<file path="src/rtl/clock_set_ctrl_pkg.sv">
// Shared types and limits for the clock-setting controller.
// Also holds the 24h-to-12h display mapping used by the top.
package clock_pkg;

  typedef enum logic [1:0] {
    ST_IDLE      = 2'd0,
    ST_SET_HOURS = 2'd1,
    ST_SET_MINS  = 2'd2,
    ST_SET_SECS  = 2'd3
  } set_state_t;

  localparam int unsigned HOURS_MAX = 23;
  localparam int unsigned MINS_MAX  = 59;
  localparam int unsigned SECS_MAX  = 59;

  // In 12h mode, hours 0 and 12 both read as 12.
  function automatic logic [7:0] disp_hour(input logic [7:0] hour, input logic h24);
    logic [7:0] r;
    if (h24) r = hour;
    else if (hour == 8'd0 || hour == 8'd12) r = 8'd12;
    else if (hour > 8'd12) r = hour - 8'd12;
    else r = hour;
    return r;
  endfunction

endpackage

</file>
<file path="src/rtl/clock_set_ctrl_wrap_counter.sv">
// Modulo 0..MAX up/down counter with synchronous clear, one per time field.
// Clear has priority over increment, increment over decrement.
module wrap_counter #(
  parameter int unsigned MAX = 59
) (
  input  logic       clk,
  input  logic       reset,
  input  logic       i_inc,
  input  logic       i_dec,
  input  logic       i_clr,
  output logic [7:0] o_value
);

  localparam logic [7:0] L_MAX = 8'(MAX);

  logic [7:0] r_value;

  always_ff @(posedge clk or posedge reset) begin
    if (reset) r_value <= 8'd0;
    else if (i_clr) r_value <= 8'd0;
    else if (i_inc) r_value <= (r_value == L_MAX) ? 8'd0 : r_value + 8'd1;
    else if (i_dec) r_value <= (r_value == 8'd0) ? L_MAX : r_value - 8'd1;
    else r_value <= r_value;
  end

  assign o_value = r_value;

endmodule

</file>
<file path="src/rtl/clock_set_ctrl.sv">
// Time-of-day keeper with a set/up/down editing FSM and idle timeout.
// Optional auto-repeat of held up/down buttons: define SET_AUTOREPEAT_EN.
module clock_set_ctrl
  import clock_pkg::*;
#(
  parameter int H24           = 1,
  parameter int TIMEOUT_TICKS = 10,
  parameter int RPT_DELAY     = 50_000_000,
  parameter int RPT_PERIOD    = 12_500_000
) (
  input  logic       clk,
  input  logic       reset,
  input  logic       tick_1hz,
  input  logic       btn_set,
  input  logic       btn_up,
  input  logic       btn_down,
  output logic [7:0] hours,
  output logic [7:0] mins,
  output logic [7:0] secs,
  output logic       pm,
  output logic [1:0] edit_field
);

  localparam int TO_W = $clog2(TIMEOUT_TICKS + 1);

  set_state_t      r_state, w_state_nxt;
  logic [TO_W-1:0] r_to_cnt, w_to_nxt;
  logic            r_set_q, r_up_q, r_dn_q, r_arm;
  logic            w_set_e, w_up_e, w_dn_e, w_any_e, w_in_set;
  logic            w_syn_up, w_syn_dn, w_up_act, w_dn_act;
  logic            w_tick_idle, w_sec_wrap, w_min_wrap;
  logic [7:0]      w_hour, w_min, w_sec;

  // r_arm masks edges on the first cycle after reset, so levels held through reset are not edges.
  always_ff @(posedge clk or posedge reset) begin
    if (reset) begin
      r_set_q <= 1'b0;
      r_up_q  <= 1'b0;
      r_dn_q  <= 1'b0;
      r_arm   <= 1'b0;
    end else begin
      r_set_q <= btn_set;
      r_up_q  <= btn_up;
      r_dn_q  <= btn_down;
      r_arm   <= 1'b1;
    end
  end

  assign w_set_e  = r_arm & btn_set & ~r_set_q;
  assign w_up_e   = r_arm & btn_up & ~r_up_q;
  assign w_dn_e   = r_arm & btn_down & ~r_dn_q;
  assign w_any_e  = w_set_e | w_up_e | w_dn_e;
  assign w_in_set = (r_state != ST_IDLE);

`ifdef SET_AUTOREPEAT_EN
  localparam int RPT_MAX = (RPT_DELAY > RPT_PERIOD) ? RPT_DELAY : RPT_PERIOD;
  localparam int RPT_W   = $clog2(RPT_MAX + 1);

  logic [RPT_W-1:0] r_rpt_cnt;
  logic             r_rpt_first, w_held, w_rpt_fire;

  assign w_held     = ((r_state == ST_SET_HOURS) || (r_state == ST_SET_MINS)) && (btn_up ^ btn_down);
  assign w_rpt_fire = w_held & ~w_any_e &
                      (r_rpt_cnt == (r_rpt_first ? RPT_W'(RPT_DELAY - 1) : RPT_W'(RPT_PERIOD - 1)));

  always_ff @(posedge clk or posedge reset) begin
    if (reset) begin
      r_rpt_cnt   <= '0;
      r_rpt_first <= 1'b1;
    end else if (!w_held || w_any_e) begin
      r_rpt_cnt   <= '0;
      r_rpt_first <= 1'b1;
    end else if (w_rpt_fire) begin
      r_rpt_cnt   <= '0;
      r_rpt_first <= 1'b0;
    end else begin
      r_rpt_cnt   <= r_rpt_cnt + RPT_W'(1);
      r_rpt_first <= r_rpt_first;
    end
  end

  assign w_syn_up = w_rpt_fire & btn_up;
  assign w_syn_dn = w_rpt_fire & btn_down;
`else
  assign w_syn_up = 1'b0;
  assign w_syn_dn = 1'b0;
`endif

  // A set edge wins; simultaneous up+down cancel out.
  assign w_up_act    = w_in_set & ~w_set_e & ((w_up_e & ~w_dn_e) | w_syn_up);
  assign w_dn_act    = w_in_set & ~w_set_e & ((w_dn_e & ~w_up_e) | w_syn_dn);
  assign w_tick_idle = tick_1hz & (r_state == ST_IDLE);
  assign w_sec_wrap  = (w_sec == 8'(SECS_MAX));
  assign w_min_wrap  = (w_min == 8'(MINS_MAX));

  wrap_counter #(.MAX(HOURS_MAX)) u_hour (
    .clk(clk), .reset(reset),
    .i_inc(((r_state == ST_SET_HOURS) & w_up_act) | (w_tick_idle & w_sec_wrap & w_min_wrap)),
    .i_dec((r_state == ST_SET_HOURS) & w_dn_act),
    .i_clr(1'b0),
    .o_value(w_hour)
  );

  wrap_counter #(.MAX(MINS_MAX)) u_min (
    .clk(clk), .reset(reset),
    .i_inc(((r_state == ST_SET_MINS) & w_up_act) | (w_tick_idle & w_sec_wrap)),
    .i_dec((r_state == ST_SET_MINS) & w_dn_act),
    .i_clr(1'b0),
    .o_value(w_min)
  );

  wrap_counter #(.MAX(SECS_MAX)) u_sec (
    .clk(clk), .reset(reset),
    .i_inc(w_tick_idle),
    .i_dec(1'b0),
    .i_clr((r_state == ST_SET_SECS) & (w_up_act | w_dn_act)),
    .o_value(w_sec)
  );

  // Next state and timeout count; only real edges restart the timeout.
  always_comb begin
    w_state_nxt = r_state;
    w_to_nxt    = r_to_cnt;
    if (w_set_e) begin
      w_to_nxt = '0;
      case (r_state)
        ST_IDLE:      w_state_nxt = ST_SET_HOURS;
        ST_SET_HOURS: w_state_nxt = ST_SET_MINS;
        ST_SET_MINS:  w_state_nxt = ST_SET_SECS;
        default:      w_state_nxt = ST_IDLE;
      endcase
    end else if (!w_in_set || w_any_e) begin
      w_to_nxt = '0;
    end else if (tick_1hz) begin
      if (r_to_cnt == TO_W'(TIMEOUT_TICKS - 1)) begin
        w_state_nxt = ST_IDLE;
        w_to_nxt    = '0;
      end else begin
        w_to_nxt = r_to_cnt + TO_W'(1);
      end
    end else begin
      w_to_nxt = r_to_cnt;
    end
  end

  always_ff @(posedge clk or posedge reset) begin
    if (reset) begin
      r_state  <= ST_IDLE;
      r_to_cnt <= '0;
    end else begin
      r_state  <= w_state_nxt;
      r_to_cnt <= w_to_nxt;
    end
  end

  assign hours      = disp_hour(w_hour, H24 != 0);
  assign mins       = w_min;
  assign secs       = w_sec;
  assign pm         = (H24 == 0) && (w_hour >= 8'd12);
  assign edit_field = r_state;

endmodule
</file>
<file path="config.mk">
export PLATFORM = sky130hd
export DESIGN_NAME = clock_set_ctrl
export DESIGN_NICKNAME = d
export VERILOG_FILES = /design/src/rtl/clock_set_ctrl_pkg.sv /design/src/rtl/clock_set_ctrl_wrap_counter.sv /design/src/rtl/clock_set_ctrl.sv
export SDC_FILE = /design/constraint.sdc
export NUM_CORES = 1
export LEC_CHECK = 0
export BUFFER_PORTS_ARGS = -buffer_cell sky130_fd_sc_hd__buf_4
export CAP_MARGIN = 20
export CORE_MARGIN = 3
export CORE_UTILIZATION = 45
export CTS_CLUSTER_SIZE = 40
export DETAILED_ROUTE_END_ITERATION = 10
export GPL_TIMING_DRIVEN = 0
export PLACE_DENSITY = 0.67
export SLEW_MARGIN = 20
export SYNTH_ARGS = -nofsm -noshare
export SYNTH_HDL_FRONTEND = slang
export SYNTH_SLANG_ARGS = --single-unit
</file>
<file path="constraint.sdc">
create_clock -name clk -period 2.35 [get_ports clk]
set_input_delay 0.47 -clock clk [delete_from_list [all_inputs] [get_ports clk]]
set_output_delay 0.47 -clock clk [all_outputs]
set_load 0.05 [all_outputs]
</file>
# After elaboration in Yosys (flattened, before gate mapping)
# Cells that the tools add are included.
# totals
ff_bits,34
latch_bits,0
ramBits,0
romBits,0
inputBits,6
out_inout_bits,27
word_cells,86
memories,0
# classes
add_sub_neg,6
mul,0
div,0
magnitude_cmp,0
eq_ne,8
shift,0
n_mux,20
bitwise,30
n_reduce_logical,13
# ops
op,n
8-bit two-way mux,11
8-bit by 1-bit adder with 8-bit output (second input constant),3
1-bit AND,19
8-bit by 6-bit equality test with 1-bit output (second input constant),2
8-bit logical NOT,2
4-bit two-way mux,4
8-bit by 1-bit subtractor with 8-bit output (second input constant),2
2-bit nonzero test,6
8-bit by 5-bit equality test with 1-bit output (second input constant),1
2-bit two-way mux,4
1-bit NOT,6
2-bit case mux with 3 select lines,1
1-bit bitwise OR,5
4-bit by 1-bit adder with 4-bit output (second input constant),1
2-bit equality test (second input constant),2
4-bit equality test (second input constant),1
3-bit AND reduction,1
3-bit nonzero test,1
2-bit by 1-bit equality test with 1-bit output (second input constant),1
2-bit logical NOT,1
2-bit != test (second input constant),1
1-bit logical NOT,1
1-bit logical OR,1

# Depth between registers and ports, before layout
# Gate-level depths: netlist of the first run.
# depth
depth_word,8
ltp_mapped,9

# Modules after synthesis
# Synthesis of the first run repeated with hierarchy kept, for this count alone.
# unflattened
hier_cells,306
area_unflattened_um2,2647.5
# modules_own_cells
module,instances,cells_per_inst,area_per_inst_um2,seq_area_each_um2
wrap_counter (u_min ...),2,83,695.7,200.2
wrap_counter (u_hour),1,75,638.1,200.2
clock_set_ctrl,1,65,618.1,250.2

# Worst setup path after synthesis of the first run
# Ideal clock, no wire load.
# synth_timing
kind,register to register
startpoint,"register r_state[0], in the netlist edit_field[0]"
endpoint,"register u_hour.r_value[7], in the netlist u_hour.o_value[7]"
t_arrival_ns,2.500
required_time_ns,2.255
setup_slack_ns,-0.245
stages_incl_launch_ff,8
n_path_buf,0
cell_sequence,dfrtp_1 inv_1 ha_1 nor3b_2 nand3_2 or4_1 mux2_2 o32ai_2
# synth_via
elab_chain_len,6
# synth_rtl
item,line_no,source
start: declaration,clock_set_ctrl.sv:26,"set_state_t r_state, w_state_nxt;"
start signal: assignment,clock_set_ctrl.sv:151,r_state <= w_state_nxt;
2-bit nonzero test / 2-bit logical NOT (equally long branches),"clock_set_ctrl.sv:53, clock_set_ctrl.sv:92",
1-bit AND (on tied branches),"clock_set_ctrl.sv:90, clock_set_ctrl.sv:91, clock_set_ctrl.sv:92",
1-bit AND (on tied branches),"clock_set_ctrl.sv:90, clock_set_ctrl.sv:98",
1-bit AND,clock_set_ctrl.sv:98,".i_inc(((r_state == ST_SET_HOURS) & w_up_act) | (w_tick_idle & w_sec_wrap & w_min_wrap)),"
1-bit bitwise OR,clock_set_ctrl.sv:98,
8-bit two-way mux / 2-bit nonzero test (equally long branches),-,
end signal: assignment,clock_set_ctrl_wrap_counter.sv:21,else if (i_inc) r_value <= (r_value == L_MAX) ? 8'd0 : r_value + 8'd1;
end signal: assignment,clock_set_ctrl_wrap_counter.sv:22,else if (i_dec) r_value <= (r_value == 8'd0) ? L_MAX : r_value - 8'd1;
end signal: assignment,clock_set_ctrl_wrap_counter.sv:23,else r_value <= r_value;
end: declaration,clock_set_ctrl_wrap_counter.sv:16,logic [7:0] r_value;
# Parallel ways exist; a longest one is shown, timed or not.
# A chain may end at the register's enable or synchronous reset.

# Worst setup path in the final report of the first run
# Same ends and word-level chain as after synthesis.

==> results of run 1 <==
## synth_stat cells, types with 3 or more instances
cell and count:
sky130_fd_sc_hd__or3_1 3, sky130_fd_sc_hd__nand2b_1 4, sky130_fd_sc_hd__o211ai_1 4, sky130_fd_sc_hd__nor2b_1 7
sky130_fd_sc_hd__nand4_1 5, sky130_fd_sc_hd__nand2_1 21, sky130_fd_sc_hd__dfrtp_1 34, sky130_fd_sc_hd__a31oi_1 4
sky130_fd_sc_hd__clkbuf_1 5, sky130_fd_sc_hd__xnor2_1 3, sky130_fd_sc_hd__nand4b_1 3, sky130_fd_sc_hd__inv_1 11
sky130_fd_sc_hd__nand3_1 15, sky130_fd_sc_hd__o31ai_1 8, sky130_fd_sc_hd__nor3_1 10, sky130_fd_sc_hd__and3_1 6
sky130_fd_sc_hd__o21ai_0 17, sky130_fd_sc_hd__ha_1 11, sky130_fd_sc_hd__and2_1 5, sky130_fd_sc_hd__or2_2 3
sky130_fd_sc_hd__nor2_1 20, sky130_fd_sc_hd__a21oi_1 13, sky130_fd_sc_hd__buf_2 3, sky130_fd_sc_hd__xor2_1 4
## flip-flops by register name, summed over array words and instances, names as in the netlist
name and flops:
u_hour.o_value 8, u_min.o_value 8, u_sec.o_value 8, r_to_cnt 4, edit_field 2, r_arm 1
r_dn_q 1, r_set_q 1, r_up_q 1
## kinds of logic after synthesis
family          Yosys count
other cells               2
compound gates           68
flops                    34
simple gates            123
buf+inv                  22
xor+xnor                  8
mux                       4
fa+ha+maj                11
## how the worst max path moves through the flow
stage                        endpoint  slack [ns]  cells after the start
floorplan           u_hour.o_value[7]        0.05                      7
global placement    u_hour.o_value[6]      -0.009                      9
detailed placement   u_min.o_value[2]       -0.05                      9
CTS                 u_hour.o_value[7]      0.0004                      7
global route         u_min.o_value[2]       -0.02                     10
finish              u_hour.o_value[7]        0.11                      7
## what timing repair did
action                     in CTS  in global routing
gates resized for setup         1                  9
hold buffers                    0                  0
pin swaps                       1                  1
buffers inserted                1                  3
hold endpoints to repair        0                  0
setup endpoints to repair       5                 13
## placed cells by master, fill, tap and decap left out, types with 5 or more instances in the layout
master and instances:
sky130_fd_sc_hd__and3_1 6, sky130_fd_sc_hd__clkbuf_1 5, sky130_fd_sc_hd__nor3_1 9, sky130_fd_sc_hd__inv_1 10, sky130_fd_sc_hd__dfrtp_1 32, sky130_fd_sc_hd__o31ai_1 8, sky130_fd_sc_hd__nor2_1 20, sky130_fd_sc_hd__nand4_1 5
sky130_fd_sc_hd__nand2_1 21, sky130_fd_sc_hd__o21ai_0 17, sky130_fd_sc_hd__clkbuf_8 6, sky130_fd_sc_hd__nor2b_1 7, sky130_fd_sc_hd__and2_1 5, sky130_fd_sc_hd__buf_4 36, sky130_fd_sc_hd__ha_1 10, sky130_fd_sc_hd__nand3_1 15
sky130_fd_sc_hd__a21oi_1 12
## layout make-up
cell class	instances	share of cell area [%]
tap	67	2.849
buffer	11	2.126
inverter	11	1.403
clock buffer	6	2.806
multi-input combinational	216	51.11
clock inverter	2	2.041
sequential	34	29.00
timing repair buffer	34	8.673
## critical path, delay by kind of cell, from the launching register on
kind	cells	cell delay, ns
AND/OR/NAND/NOR	3	1.03
flip-flops	1	0.41
buffers and inverters	1	0.10
adder cells (fa/ha/maj)	1	0.21
multiplexers	1	0.28
AO/OA/AOI/OAI	1	0.11
## power groups by stage
stage          Sequential, W  Clock, W  Combinational (W)
5_1_grt              0.00105  0.000731            0.00202
2_1_floorplan        0.00150         0           0.000816
6_report             0.00101  0.000690            0.00186
4_1_cts              0.00101  0.000699            0.00179
3_3_place_gp         0.00101         0            0.00175
3_5_place_dp         0.00102         0            0.00178
## stage by stage
stage | instances | hold slack [ns] | area, µm² | util, %
floorplan | 272 | 0.5014 | 2399 | -
global placement | 369 | 0.5004 | 2708 | 55.13
detailed placement | 369 | 0.5039 | 2708 | 55.13
CTS | 378 | 0.2871 | 2864 | 58.32
global route | 381 | 0.2851 | 2943 | 59.92
finish | 381 | 0.2974 | 2943 | 59.92
## routing by layer
layer	track usage (%)	up-vias	routed length, µm
li1	-	1077	-
met1	25.81	1038	2698
met2	28.52	51	2549
met3	3.855	7	279
met4	6.186	0	71
met5	0	-	0
==> results.sh, run 1 <==
export IMPL_clock_root_buffer="sky130_fd_sc_hd__clkbuf_8"
export IMPL_place_worst_setup_slack_ns=-0.05215
export IMPL_p_seq_share_pct=28.4
export IMPL_number_of_buffers_inserted_during_clock_tree_synthesis=5
export IMPL_hold_class="in -> reg"
export IMPL_pwr_density_cell_mw_per_mm2=1212
export IMPL_synthesis_area_per_instance_um2=8.777
export IMPL_count_of_flip_flops_with_a_built_in_enable_after_synthesis=0
export IMPL_path_cells="inv_1 -> ha_4 -> nor3b_4 -> nand3_4 -> or4_1 -> mux2_2 -> o32ai_2"
export IMPL_postRouteWirelength_mm=5.599
export IMPL_detail_route_first_pass_iterations=4
export IMPL_worst_clock_skew_ns=0.004860
export IMPL_synth_area_mm2=0.002387
export IMPL_cp_slowest_cell="sky130_fd_sc_hd__or4_1"
export IMPL_floorplan_die_width_um=78.84
export IMPL_clock_insertion_delay_worst_skew_ns=0.29
export IMPL_cp_startpoint="edit_field[0]"
export IMPL_vias_per_cell=5.703
export IMPL_num_fill_cells=451
export IMPL_worst_slack_ns=0.1131
export IMPL_portBuffers=30
export IMPL_post_synth_and_or_nand_nor_area_fraction_pct=29.82
export IMPL_share_of_async_settable_or_async_resettable_flops_after_synthesis_pct=100.0
export IMPL_rrSetupSlack_ns=0.11
export IMPL_setup_tns_final_ns=0
export IMPL_storage_cell_area_um2=853.3
export IMPL_critPathArrivalTime_ns=2.44
export IMPL_power_internal_w=0.001862
export IMPL_synth_area_top_cells="sky130_fd_sc_hd__dfrtp_1, sky130_fd_sc_hd__ha_1, sky130_fd_sc_hd__o21ai_0"
export IMPL_gp_congestion=0.8183
export IMPL_cts_htree_levels=2
export IMPL_cts_tree="yes"
export IMPL_wire_length_of_the_first_global_routing_pass_mm=9.246
export IMPL_final_antenna_net_count=0
export IMPL_multi_input_comb_area_mm2=0.001504
export IMPL_crit_path_start_kind="flop"
export IMPL_synth_fa_ha_area_share_pct=5.765
export IMPL_crit_fanout=8
export IMPL_sort_of_element_at_the_end_of_the_critical_path="flop"
export IMPL_hold_start="btn_set"
export IMPL_cts_sinks=34
export IMPL_antenna_cells_inserted=0
export IMPL_run_status="complete, no violations"
export IMPL_antenna_found_initial=0
export IMPL_crit_type="reg -> reg"
export IMPL_core_area_mm2=0.004911
export IMPL_hold_violations=0
export IMPL_final_layout_size_suffix_gt1_share_pct=23.89
export IMPL_initial_util_pct=48.61
export IMPL_detailed_place_hpwl_mm=3.826
export IMPL_report_final_setup_viol=0
export IMPL_r2r_end="u_hour.o_value[7]"
export IMPL_die_area_mm2=0.006215
export IMPL_dieHeight_um=78.84
export IMPL_share_clk_of_total_power_pct=19.3
export IMPL_clk_pin_slew_worst_paths_ns=0.08
export IMPL_reg2reg_from="edit_field[0]"
export IMPL_detail_route_iter0_violations=164
export IMPL_min_delay_path_depth=1
export IMPL_number_of_global_route_vias_before_repair=1955
export IMPL_routed_wl_per_cell_um=14.70
export IMPL_synth_compound_gate_area_share_pct=19.18
export IMPL_areaGrowthSynthToFinish_pct=23.27
export IMPL_min_period_ns=2.237
export IMPL_clock_fmax_ghz=0.4470
export IMPL_pin_count_of_the_biggest_net_entering_global_routing=35
export IMPL_drc=0
export IMPL_netlist_top_cell_by_area="sky130_fd_sc_hd__dfrtp_1"
export IMPL_yosysTopAreaCellShare_pct=35.64
export IMPL_dominantRegCellSynth="sky130_fd_sc_hd__dfrtp_1"
export IMPL_finalNetCount=330
export IMPL_static_leakage_power_nw=1.273
export IMPL_power_share_combinational_pct=52.3
export IMPL_fp_row_count=25
export IMPL_drv_slew=0
export IMPL_reg2regPathDepth=7
export IMPL_max_cap_violations=0
export IMPL_p_total_w=0.003567
export IMPL_worstHoldEndpoint="r_set_q"
export IMPL_yosys_register_bits=34
export IMPL_synth_net_count=289
export IMPL_worst_slew_pin_transition_ns=0.7519
export IMPL_critical_path_max_stage_delay_ns=0.54
export IMPL_power_net_switching_w=0.001705
export IMPL_netlist_cell_type_count=59
export IMPL_setup_repair_after_global_routing_missed_its_margin="true"
export IMPL_total_routing_usage_reported_by_global_routing_pct=18.47
export IMPL_synthesis_yosys_warnings=0
export IMPL_routed_via_count=2173
export IMPL_power_switching_share_pct=47.80
export IMPL_layout_worst_path_cycle_share_pct=95.19
export IMPL_max_slew_margin_pct=49.80
export IMPL_main_combinational_cell_family_by_area_after_synthesis="simple AND/OR/NAND/NOR gates"
export IMPL_ys_seq_area_share_pct=35.64
export IMPL_crit_required_ns=2.56
export IMPL_congestion_overflow_gr=0
export IMPL_ir_worst_vdd_v=0.0007459
export IMPL_post_synth_mux_area_share_pct=1.782
export IMPL_clock_path_buffers=2
export IMPL_boundaryPins=33
export IMPL_syn_instance_count=272
export IMPL_synth_xor_area_share_pct=3.249
Note: power is estimated with default switching activity, not from simulation.
==> run 2: changes to the inputs <==
--- a/config.mk
+++ b/config.mk
@@ -8,3 +8,4 @@
 export BUFFER_PORTS_ARGS = -buffer_cell sky130_fd_sc_hd__buf_4
-export CAP_MARGIN = 20
+export CAP_MARGIN = 5
+export CORE_ASPECT_RATIO = 2
 export CORE_MARGIN = 3
--- a/constraint.sdc
+++ b/constraint.sdc
@@ -3,2 +3,2 @@
 set_output_delay 0.47 -clock clk [all_outputs]
-set_load 0.05 [all_outputs]
+set_load 0.005 [all_outputs]
==> results.sh, run 2 (synthesis results as in run 1) <==
export IMPL_run_status="complete, no violations"
export IMPL_crit_type="reg -> reg"
export IMPL_boundaryPins=33
export IMPL_cp_startpoint="edit_field[1]"
export IMPL_hold_start="btn_up"
export IMPL_detail_route_first_pass_iterations=4
export IMPL_antenna_cells_inserted=0
export IMPL_clock_insertion_delay_worst_skew_ns=0.29
export IMPL_static_leakage_power_nw=1.247
export IMPL_dieHeight_um=109.0
export IMPL_pwr_density_cell_mw_per_mm2=975.3
export IMPL_initial_util_pct=47.75
export IMPL_cts_sinks=34
export IMPL_clock_fmax_ghz=0.4357
export IMPL_areaGrowthSynthToFinish_pct=19.71
export IMPL_final_cell_mix="sky130_fd_sc_hd__buf_4, sky130_fd_sc_hd__dfrtp_1, sky130_fd_sc_hd__nand2_1"
export IMPL_wire_length_of_the_first_global_routing_pass_mm=10.09
export IMPL_clock_path_buffers=2
export IMPL_placed_cells_incl_taps=359
export IMPL_final_cell_count_no_fill=369
export IMPL_post_route_util_pct=57.16
export IMPL_max_cap_violations=0
export IMPL_final_antenna_net_count=0
export IMPL_setup_repair_after_global_routing_missed_its_margin="false"
export IMPL_drv_slew=0
export IMPL_pin_count_of_the_biggest_net_entering_global_routing=35
export IMPL_clock_root_buffer="sky130_fd_sc_hd__clkbuf_8"
export IMPL_worst_clock_skew_ns=0.004165
export IMPL_final_hold_worst_slack_ns=0.3036
export IMPL_finalNetCount=328
export IMPL_postRouteWirelength_mm=5.928
export IMPL_total_routing_usage_reported_by_global_routing_pct=20.40
export IMPL_drc=0
export IMPL_core_area_mm2=0.005000
export IMPL_portBuffers=30
export IMPL_min_period_ns=2.295
export IMPL_routed_via_count=2211
export IMPL_reg2reg_from="edit_field[1]"
export IMPL_crit_required_ns=2.58
export IMPL_cts_tree="yes"
export IMPL_worst_slew_pin_transition_ns=0.8415
export IMPL_gp_congestion=0.8639
export IMPL_floorplan_die_width_um=57.50
export IMPL_congestion_overflow_gr=0
export IMPL_hold_class="in -> reg"
export IMPL_sort_of_element_at_the_end_of_the_critical_path="flop"
export IMPL_crit_fanout=8
export IMPL_detailed_place_hpwl_mm=4.365
export IMPL_routed_wl_per_cell_um=16.07
export IMPL_max_slew_margin_pct=43.64
export IMPL_layout_commonest_cell="sky130_fd_sc_hd__buf_4"
export IMPL_report_final_setup_viol=0
export IMPL_number_of_buffers_inserted_during_clock_tree_synthesis=5
export IMPL_hold_violations=0
export IMPL_die_area_mm2=0.006268
export IMPL_layout_worst_path_cycle_share_pct=97.66
export IMPL_num_fill_cells=489
export IMPL_cts_htree_levels=2
export IMPL_antenna_found_initial=0
export IMPL_fp_row_count=36
export IMPL_critPathArrivalTime_ns=2.52
export IMPL_ir_worst_vdd_v=0.0006574
export IMPL_crit_path_start_kind="flop"
export IMPL_final_layout_size_suffix_gt1_share_pct=23.72
export IMPL_vias_per_cell=5.992
export IMPL_number_of_global_route_vias_before_repair=2216
export IMPL_clk_pin_slew_worst_paths_ns=0.07
export IMPL_detail_route_iter0_violations=84
==> run 2: cell type report <==
| type | count | area, µm² | area share (%) |
|---|---|---|---|
| Clock buffer | 7 | 86.33 | 3.021 |
| Multi-Input combinational cell | 216 | 1494 | 52.28 |
| Tap cell | 57 | 71.32 | 2.496 |
| Timing Repair Buffer | 33 | 247.7 | 8.669 |
| Clock inverter | 1 | 5.005 | 0.1751 |
| Sequential cell | 34 | 853.3 | 29.86 |
| Buffer | 10 | 58.81 | 2.058 |
| Inverter | 11 | 41.29 | 1.445 |
==> run 2: what timing repair did <==
action	in CTS	in global routing
resized for setup	5	10
buffers inserted	2	1
hold buffers	0	0
pin swaps	2	2
hold endpoints to repair	0	0
setup endpoints to repair	14	11
==> run 2: stage by stage <==
step,area [µm²],TNS (ns),setup slack (ns),power (W)
2_1_floorplan,2387,0,0.09453,0.001778
4_1_cts,2820,0,0.02477,0.002766
6_report,2858,0,0.05508,0.002787
5_1_grt,2858,0,0.001186,0.003035
3_5_place_dp,2684,-1.412,-0.2814,0.002256
3_3_place_gp,2684,-1.077,-0.2531,0.002240
==> run 2: where the power goes <==
| part | total (W) | switching (W) | internal (W) |
|---|---|---|---|
| clock | 0.000454 | 0.000217 | 0.000236 |
| sequential | 0.00102 | 0.000261 | 0.000757 |
| combinational | 0.00132 | 0.000680 | 0.000636 |
==> run 2: critical path: stages, from the launching register on <==
cell	delay, ns
sky130_fd_sc_hd__dfrtp_2	0.44
sky130_fd_sc_hd__inv_2	0.09
sky130_fd_sc_hd__ha_4	0.22
sky130_fd_sc_hd__nand2_4	0.11
sky130_fd_sc_hd__nor4_4	0.40
sky130_fd_sc_hd__and2_1	0.19
sky130_fd_sc_hd__buf_4	0.16
sky130_fd_sc_hd__o21ai_2	0.13
sky130_fd_sc_hd__nor4b_1	0.33
sky130_fd_sc_hd__a311o_1	0.16
==> run 2: worst paths after layout <==
kind	to	slack, ns	depth (start not counted)
setup / recovery	u_hour.o_value[6]	0.06	9
hold / removal	r_up_q	0.30	1
setup reg to reg	u_hour.o_value[6]	0.06	9
hold reg to reg	u_sec.o_value[7]	0.51	1
max in group asynchronous	edit_field[0]	1.52	2
min in group asynchronous	u_hour.o_value[6]	0.31	2
==> run 2: metal layers <==
metal  vias to the layer above  global-route usage, %  routed length [µm]
met5                         -                      0                   0
met4                         0                  11.28                 191
met3                        16                  3.436                 205
met2                        44                  37.30                3300
met1                      1070                  21.32                2231
li1                       1081                      -                   -
==> run 3: changes to the inputs <==
ABC_AREA = 1   (was not set)
==> results.sh, run 3 <==
export IMPL_run_status="complete, no violations"
export IMPL_routed_via_count=2522
export IMPL_final_cell_mix="sky130_fd_sc_hd__nand2_1, sky130_fd_sc_hd__nand3_1, sky130_fd_sc_hd__buf_4"
export IMPL_storage_cell_area_um2=850.8
export IMPL_antenna_found_initial=0
export IMPL_sort_of_element_at_the_end_of_the_critical_path="flop"
export IMPL_portBuffers=31
export IMPL_setup_repair_after_global_routing_missed_its_margin="false"
export IMPL_power_internal_w=0.002046
export IMPL_netlist_cell_type_count=33
export IMPL_cp_slowest_cell="sky130_fd_sc_hd__dfrtp_1"
export IMPL_finalNetCount=433
export IMPL_congestion_overflow_gr=0
export IMPL_synth_area_top_cells="sky130_fd_sc_hd__dfrtp_1, sky130_fd_sc_hd__nand2_1, sky130_fd_sc_hd__nand3_1"
export IMPL_netlist_top_cell_by_area="sky130_fd_sc_hd__dfrtp_1"
export IMPL_vias_per_cell=5.287
export IMPL_path_cells="inv_1 -> ha_1 -> nand2_2 -> inv_4 -> nand3_2 -> nand2_2 -> inv_2 -> nand2_1 -> nand2_1"
export IMPL_number_of_global_route_vias_before_repair=2467
export IMPL_crit_type="reg -> reg"
export IMPL_final_layout_size_suffix_gt1_share_pct=18.71
export IMPL_wire_length_of_the_first_global_routing_pass_mm=10.30
export IMPL_clk_pin_slew_worst_paths_ns=0.08
export IMPL_setup_buffers_after_cts=0
export IMPL_synthesis_yosys_warnings=0
export IMPL_yosys_cell_count_top_type="sky130_fd_sc_hd__nand2_1"
export IMPL_power_switching_share_pct=43.09
export IMPL_antenna_cells_inserted=0
export IMPL_synthesis_area_per_instance_um2=6.948
export IMPL_critical_path_buf_inv_count=3
export IMPL_fp_row_count=38
export IMPL_yosysTopAreaCellShare_pct=32.40
export IMPL_floorplan_die_width_um=60.02
export IMPL_power_share_combinational_pct=52.8
export IMPL_worst_clock_skew_ns=0.005610
export IMPL_die_area_mm2=0.006845
export IMPL_num_fill_cells=561
export IMPL_detail_route_iter0_violations=100
export IMPL_critPathArrivalTime_ns=2.06
export IMPL_dieHeight_um=114.0
export IMPL_ir_worst_vdd_v=0.0007670
export IMPL_drv_slew=0
export IMPL_max_slew_margin_pct=50.54
export IMPL_synth_net_count=395
export IMPL_multi_input_comb_area_mm2=0.001563
export IMPL_power_net_switching_w=0.001549
export IMPL_drc=0
export IMPL_clock_fmax_ghz=0.5301
export IMPL_ctsResizeCount=0
export IMPL_layout_worst_path_cycle_share_pct=80.27
export IMPL_number_of_buffers_inserted_during_clock_tree_synthesis=5
export IMPL_gp_congestion=0.8724
export IMPL_yosys_register_bits=34
export IMPL_detail_route_first_pass_iterations=4
export IMPL_worst_slew_pin_transition_ns=0.7408
export IMPL_share_clk_of_total_power_pct=18.9
export IMPL_globalRoute_busiestLayer="met2"
export IMPL_final_antenna_net_count=0
export IMPL_cts_tree="yes"
export IMPL_postRouteWirelength_mm=6.004
export IMPL_cts_sinks=34
export IMPL_ys_seq_area_share_pct=32.40
export IMPL_holdBufCountCts=0
export IMPL_critical_path_max_stage_delay_ns=0.43
export IMPL_static_leakage_power_nw=1.624
export IMPL_layout_commonest_cell="sky130_fd_sc_hd__nand2_1"
export IMPL_crit_fanout=10
export IMPL_report_final_setup_viol=0
export IMPL_cts_htree_levels=2
export IMPL_pwr_density_cell_mw_per_mm2=1168
export IMPL_synth_area_mm2=0.002626
export IMPL_grt_met2_use_pct=36.85
export IMPL_crit_required_ns=2.53
export IMPL_clock_insertion_delay_worst_skew_ns=0.29
export IMPL_min_period_ns=1.886
export IMPL_family_with_the_most_delay_on_the_worst_path="simple AND/OR/NAND/NOR gates"
export IMPL_setup_tns_final_ns=0
export IMPL_total_routing_usage_reported_by_global_routing_pct=18.86
export IMPL_place_worst_setup_slack_ns=0.4608
export IMPL_hold_class="in -> reg"
export IMPL_count_of_flip_flops_with_a_built_in_enable_after_synthesis=0
export IMPL_boundaryPins=33
export IMPL_worst_slack_ns=0.4636
export IMPL_clock_root_buffer="sky130_fd_sc_hd__clkbuf_8"
export IMPL_syn_instance_count=378
export IMPL_detailed_place_hpwl_mm=4.564
export IMPL_clock_path_buffers=2
export IMPL_crit_path_start_kind="flop"
export IMPL_dominantRegCellSynth="sky130_fd_sc_hd__dfrtp_1"
export IMPL_pin_count_of_the_biggest_net_entering_global_routing=35
export IMPL_met1_usage_pct=18.77
export IMPL_netlist_top_cells_count="sky130_fd_sc_hd__nand2_1, sky130_fd_sc_hd__nand3_1, sky130_fd_sc_hd__dfrtp_1, sky130_fd_sc_hd__nor2_1, sky130_fd_sc_hd__inv_1"
export IMPL_max_cap_violations=0
export IMPL_areaGrowthSynthToFinish_pct=17.15
export IMPL_routed_wl_per_cell_um=12.59
export IMPL_core_area_mm2=0.005515
export IMPL_globalRouteMet3Util_pct=2.492
export IMPL_p_seq_share_pct=28.3
export IMPL_initial_util_pct=47.62
export IMPL_hold_violations=0
export IMPL_share_of_async_settable_or_async_resettable_flops_after_synthesis_pct=100.0
==> run 3: cells by family (layout without fill, tap and decap cells) <==
kind of cell / count (synthesis) / count (layout) / synth area share (%)
buffers and inverters: 47 / 86 / 8.099
adder cells (fa/ha/maj): 11 / 11 / 5.241
AO/OA/AOI/OAI: 22 / 22 / 4.288
other: 2 / 2 / 0.2860
XOR/XNOR: 19 / 19 / 6.336
AND/OR/NAND/NOR: 243 / 243 / 43.35
flip-flops: 34 / 34 / 32.40
==> run 3: cell type report <==
type                            count  area share, %
Buffer                             10          2.237
Multi-Input combinational cell    297          50.79
Clock inverter                      2          1.952
Clock buffer                        6          2.684
Tap cell                           60          2.440
Inverter                           37          4.677
Timing Repair Buffer               31          7.564
Sequential cell                    34          27.65
==> run 3: per-layer routing <==
layer,wire length [µm],vias up
met5,0,-
met1,2296,1196
li1,-,1274
met4,104,0
met3,151,8
met2,3451,44
==> run 3: worst register-to-register path, cell delays in order (launching register included) <==
cell and delay, ns:
sky130_fd_sc_hd__dfrtp_1 0.43, sky130_fd_sc_hd__inv_1 0.11, sky130_fd_sc_hd__ha_1 0.25, sky130_fd_sc_hd__nand2_2 0.15, sky130_fd_sc_hd__inv_4 0.15, sky130_fd_sc_hd__nand3_2 0.17, sky130_fd_sc_hd__nand2_2 0.26, sky130_fd_sc_hd__inv_2 0.12
sky130_fd_sc_hd__nand2_1 0.07, sky130_fd_sc_hd__nand2_1 0.06
==> run 3: per-stage QoR <==
step / util, % / instances / hold slack [ns] / power (W) / cell area [µm²]
after CTS: 55.78 / 477 / 0.2939 / 0.003625 / 3077
after global routing: 55.78 / 477 / 0.2926 / 0.003929 / 3077
final: 55.78 / 477 / 0.2976 / 0.003594 / 3077
after detailed placement: 53.20 / 469 / 0.5364 / 0.002930 / 2934
after global placement: 53.20 / 469 / 0.5240 / 0.002879 / 2934
after floorplan: - / 378 / 0.4908 / 0.002345 / 2626
==> run 3: path summary, 6_finish.rpt <==
path / from / slack (ns) / cells after the start / end
min in group asynchronous: reset / 0.32 / 2 / u_hour.o_value[0]
max in group asynchronous: reset / 1.55 / 2 / u_min.o_value[0]
max reg2reg: edit_field[0] / 0.46 / 9 / u_min.o_value[3]
min reg2reg: r_to_cnt[3] / 0.55 / 2 / r_to_cnt[3]
min: btn_down / 0.30 / 1 / r_dn_q
max: edit_field[0] / 0.46 / 9 / u_min.o_value[3]
==> run 3: power by group through the flow <==
| stage | Combinational [W] | Sequential, W | Clock (W) |
|---|---|---|---|
| 2_1_floorplan | 0.00136 | 0.000990 | 0 |
| 3_3_place_gp | 0.00186 | 0.00102 | 0 |
| 3_5_place_dp | 0.00190 | 0.00103 | 0 |
| 4_1_cts | 0.00191 | 0.00102 | 0.000691 |
| 5_1_grt | 0.00216 | 0.00105 | 0.000712 |
| 6_report | 0.00190 | 0.00102 | 0.000678 |
